## src/rtl/serial_parity_unit.sv

```systemverilog
// serial_parity_unit: accepts a parallel word over a valid/ready handshake,
// presents it one bit per clock (LSB first) on ser_bit, and folds each bit
// into a running parity accumulator. The word's even-parity bit is reported
// on par_bit with a one-cycle par_valid pulse.
//
// Optional feature (macro PARITY_CHECK_EN): adds an in_par input and a
// registered par_err output. par_err flags a mismatch between the computed
// parity and the expected parity sampled with the word.
module serial_parity_unit #(
  parameter int WIDTH = 8
) (
  input  logic                         clk,
  input  logic                         reset,
  input  logic                         in_valid,
  output logic                         in_ready,
  input  logic [WIDTH-1:0]             in_data,
`ifdef PARITY_CHECK_EN
  input  logic                         in_par,
  output logic                         par_err,
`endif
  output logic                         ser_bit,
  output logic                         busy,
  output logic [$clog2(WIDTH+1)-1:0]   bit_cnt,
  output logic                         par_valid,
  output logic                         par_bit
);

  localparam int CW = $clog2(WIDTH + 1);
  localparam logic [CW-1:0] LAST_CNT = CW'(WIDTH - 1);

  typedef enum logic [1:0] {
    ST_IDLE  = 2'd0,
    ST_SHIFT = 2'd1,
    ST_DONE  = 2'd2
  } state_e;

  // Fold one bit into the running parity.
  function automatic logic fold_bit(input logic acc, input logic b);
    return acc ^ b;
  endfunction

  state_e           state_q, state_d;
  logic [WIDTH-1:0] sreg_q, sreg_d;
  logic             acc_q, acc_d;
  logic [CW-1:0]    cnt_q, cnt_d;
  logic             par_valid_q, par_valid_d;
  logic             par_bit_q, par_bit_d;
`ifdef PARITY_CHECK_EN
  logic             in_par_q, in_par_d;
  logic             par_err_q, par_err_d;
`endif

  // Next-state and datapath update for the IDLE/SHIFT/DONE sequence.
  always_comb begin
    state_d     = state_q;
    sreg_d      = sreg_q;
    acc_d       = acc_q;
    cnt_d       = cnt_q;
    par_valid_d = 1'b0;
    par_bit_d   = par_bit_q;
`ifdef PARITY_CHECK_EN
    in_par_d    = in_par_q;
    par_err_d   = par_err_q;
`endif
    case (state_q)
      ST_IDLE: begin
        if (in_valid) begin
          sreg_d  = in_data;
          acc_d   = 1'b0;
          cnt_d   = '0;
          state_d = ST_SHIFT;
`ifdef PARITY_CHECK_EN
          in_par_d = in_par;
`endif
        end else begin
          state_d = ST_IDLE;
        end
      end
      ST_SHIFT: begin
        acc_d  = fold_bit(acc_q, sreg_q[0]);
        sreg_d = sreg_q >> 1;
        cnt_d  = cnt_q + CW'(1);
        if (cnt_q == LAST_CNT) begin
          // Last bit: publish the folded parity alongside the pulse.
          state_d     = ST_DONE;
          par_bit_d   = fold_bit(acc_q, sreg_q[0]);
          par_valid_d = 1'b1;
`ifdef PARITY_CHECK_EN
          par_err_d   = fold_bit(acc_q, sreg_q[0]) ^ in_par_q;
`endif
        end else begin
          state_d = ST_SHIFT;
        end
      end
      ST_DONE: begin
        // Counter holds at WIDTH; par_valid drops on this exit edge.
        state_d = ST_IDLE;
      end
      default: begin
        state_d = ST_IDLE;
      end
    endcase
  end

  // State and datapath registers with synchronous active-high reset.
  always_ff @(posedge clk) begin
    if (reset) begin
      state_q     <= ST_IDLE;
      sreg_q      <= '0;
      acc_q       <= 1'b0;
      cnt_q       <= '0;
      par_valid_q <= 1'b0;
      par_bit_q   <= 1'b0;
`ifdef PARITY_CHECK_EN
      in_par_q    <= 1'b0;
      par_err_q   <= 1'b0;
`endif
    end else begin
      state_q     <= state_d;
      sreg_q      <= sreg_d;
      acc_q       <= acc_d;
      cnt_q       <= cnt_d;
      par_valid_q <= par_valid_d;
      par_bit_q   <= par_bit_d;
`ifdef PARITY_CHECK_EN
      in_par_q    <= in_par_d;
      par_err_q   <= par_err_d;
`endif
    end
  end

  // Outputs decode directly from registered state.
  assign in_ready  = (state_q == ST_IDLE);
  assign busy      = (state_q == ST_SHIFT) || (state_q == ST_DONE);
  assign ser_bit   = (state_q == ST_SHIFT) & sreg_q[0];
  assign bit_cnt   = cnt_q;
  assign par_valid = par_valid_q;
  assign par_bit   = par_bit_q;
`ifdef PARITY_CHECK_EN
  assign par_err   = par_err_q;
`endif

endmodule

```

## config.mk

```make
export PLATFORM = sky130hd
export DESIGN_NAME = serial_parity_unit
export DESIGN_NICKNAME = d
export VERILOG_FILES = /design/src/rtl/serial_parity_unit.sv
export SDC_FILE = /design/constraint.sdc
export NUM_CORES = 1
export LEC_CHECK = 0
export ABC_AREA = 1
export CORE_UTILIZATION = 55
export CTS_CLUSTER_DIAMETER = 100
export DETAILED_ROUTE_END_ITERATION = 16
export DONT_BUFFER_PORTS = 1
export PLACE_DENSITY = 0.7
export SLEW_MARGIN = 25
export SYNTH_ARGS = -nofsm -noshare
export SYNTH_HDL_FRONTEND = slang
export SYNTH_SLANG_ARGS = --single-unit
```

## constraint.sdc

```tcl
create_clock -name clk -period 1.8 [get_ports clk]
set_input_delay 0.27 -clock clk [delete_from_list [all_inputs] [get_ports clk]]
set_output_delay 0.27 -clock clk [all_outputs]
set_load 0.01 [all_outputs]
```

==> impl_metrics.tcl <==
set metrics [dict create \
    cellLeakagePower_nw 0.4189 \
    first_pass_iters 4 \
    postCtsHoldBufs 0 \
    skew_ns 0.009855 \
    grt_start_max_net_pins 14 \
    fin_crit_sh 0.8315 \
    p_sw_frac 0.2793 \
    synth.most_common_cell "nand2_1" \
    holdWs_ns 0.03455 \
    drv_slew 0 \
    worst_pin_slew_ns 0.3972 \
    startpoint "state_q[1]$_SDFF_PP0_" \
    ff2ff_path_depth 7 \
    drt_iter0_drc 12 \
    cts-buffers-inserted 3 \
    power_density_nw_per_um2 830.9 \
    start_kind "register" \
    row_count 13 \
    internal_power_mw 0.5177 \
    drc 0 \
    place_congestion 0.7852 \
    tns_ns 0 \
    grt_use_total 0.2171 \
    cts_tree "built" \
    synth_cell_types 15 \
    ys_ff_latch 17 \
    num_vias 720 \
    holdPathStages 1 \
    switchingPower_mw 0.2006 \
    period_needed_ns 1.497 \
    die_h_um 41.22 \
    maxCapViolCount 0 \
    root_buffer "clkbuf_4" \
    ys_seq_area_frac 0.4024 \
    combPwrFrac 0.151 \
    grt_overflow_total 0 \
    cp_max_fo 13 \
    final.setup.worst_slack_ns 0.3033 \
    r2r_start "state_q[1]$_SDFF_PP0_" \
    hp-start "reset" \
    routed_wl_mm 1.559 \
    avgViaCountPerCell 5.070 \
    final_area_um2 864.6 \
    async_reset_ff_frac 0 \
    fin_nets 142 \
    status "completed" \
    grt_pass1_vias 588 \
    start_util 0.6190 \
    instances_no_fill 142 \
    placed_cells 138 \
    postPlaceCellArea_um2 837.1 \
    fin_util 0.6328 \
    die_w_um 41.22 \
    relSlewSlack 0.7349 \
    setup_viol 0 \
    grt_pass1_wl_mm 2.380 \
    antenna_found_initial 0 \
    crit_required_ns 1.99 \
    antenna_cells 0 \
    synth_top_area_cell "dfxtp_1" \
    cts_buffer_depth 2 \
    yosysWarnings 0 \
    clk_latency_ns 0.29 \
    syn_inst 126 \
    power_frac_seq 0.577 \
    die_area_um2 1699 \
    synth_flop_cell "dfxtp_1" \
    path_clk_slew_ns 0.10 \
    syn2layout_area_growth_pct 2.219 \
    syn_area_um2 845.8 \
    cts_resized 0 \
    min_path_type "in -> reg" \
    endpoint_kind "register" \
    io_pins 20 \
    arrival_ns 1.69 \
    pre_cts_ws_ns 0.3339 \
    hold_violations 0 \
    clockPowerShare 0.273 \
    fmax_mhz 668.2 \
    syn-num-nets 140 \
    total_power_mw 0.7183 \
    rsz0062_at_grt "no" \
    htree_num_levels 1 \
    synth.top_cell.area_share 0.4024 \
    final_layout_size_suffix_gt1_frac 0.06299 \
    drtAntennaViolNets 0 \
    clock_sinks 17 \
    wl_per_cell_um 10.98 \
    path_class "reg -> reg" \
    hpwl_mm 1.131 \
    synth_area_per_cell_um2 6.713 \
    synth_commonest_cells "nand2_1, nor2_1, dfxtp_1" \
    synth_edf_count 0 \
    coreArea_um2 1366 \
    ir_drop_uv 545.1 \
    port_buffers 0 \
    cts_setup_buffers 0 \
    yosys-top-cells-area "dfxtp_1, nand2_1, nor2_1" \
]
worst max-delay path, cell delays in order, from the launching register on:
cell,delay (ns)
dfxtp_1,0.30
inv_1,0.07
ha_1,0.25
nand2_1,0.19
nand2_2,0.24
inv_1,0.17
nor2_1,0.13
nor2_1,0.05
worst paths after layout:
check | end | slack, ns
max | sreg_q[3]$_SDFFE_PP0P_ | 0.30
min | sreg_q[7]$_SDFFE_PP0P_ | 0.03
max reg2reg | sreg_q[3]$_SDFFE_PP0P_ | 0.30
min reg2reg | sreg_q[7]$_SDFFE_PP0P_ | 0.48
final cells by class:
class | count | area [um^2]
clock buffers | 3 | 22.52
clock inverters | 1 | 5.005
fillers | 138 | 501.7
inverters | 15 | 56.30
multi-input cells | 90 | 414.1
flip-flops and latches | 17 | 340.3
well taps | 15 | 18.77
repair buffers | 1 | 7.507
power by group through the flow:
stage               registers (mW)  logic, mW  clock network (mW)
floorplan                    0.419      0.101                   0
global placement             0.423      0.106                   0
detailed placement           0.423      0.108                   0
CTS                          0.414      0.108               0.207
global route                 0.418      0.127               0.216
finish                       0.414      0.108               0.196
state kept, by name, summed over array words and instances, names as in the netlist:
register,cells
par_valid,1
state_q,2
par_bit,1
acc_q,1
bit_cnt,4
sreg_q,8
logic make-up (layout without fill, tap and decap cells):
| family | after synthesis | count (layout) | synth area share |
|---|---|---|---|
| compound gates | 14 | 14 | 0.09616 |
| simple gates | 72 | 72 | 0.3388 |
| flops | 17 | 17 | 0.4024 |
| buf+inv | 19 | 20 | 0.1080 |
| xor+xnor | 1 | 1 | 0.01036 |
| fa+ha+maj | 3 | 3 | 0.04438 |
per-layer routing:
metal | GRT usage | vias to the layer above | routed length (um) | share of wire
li1 | - | 390 | - | -
met1 | 0.2857 | 314 | 780 | 0.50
met2 | 0.3242 | 14 | 706 | 0.45
met3 | 0.04891 | 2 | 60 | 0.038
met4 | 0.1210 | 0 | 12 | 0.0077
met5 | 0 | - | 0 | 0
cell usage in the layout (no fill, tap or decap):
| master | Yosys | final |
|---|---|---|
| nand2_1 | 37 | 37 |
| nor2_1 | 25 | 25 |
| dfxtp_1 | 17 | 17 |
| inv_1 | 15 | 15 |
| nand3_1 | 7 | 7 |
| o21ai_0 | 7 | 7 |
| a21oi_1 | 6 | 6 |
| ha_1 | 3 | 3 |
| clkbuf_4 | 0 | 3 |
| nand2_2 | 2 | 2 |
| a21oi_4 | 1 | 1 |
| nand4_1 | 1 | 1 |
| xnor2_1 | 1 | 1 |
| clkinv_2 | 0 | 1 |
| buf_4 | 1 | 1 |
No activity file was read; power rests on OpenSTA's default activity.
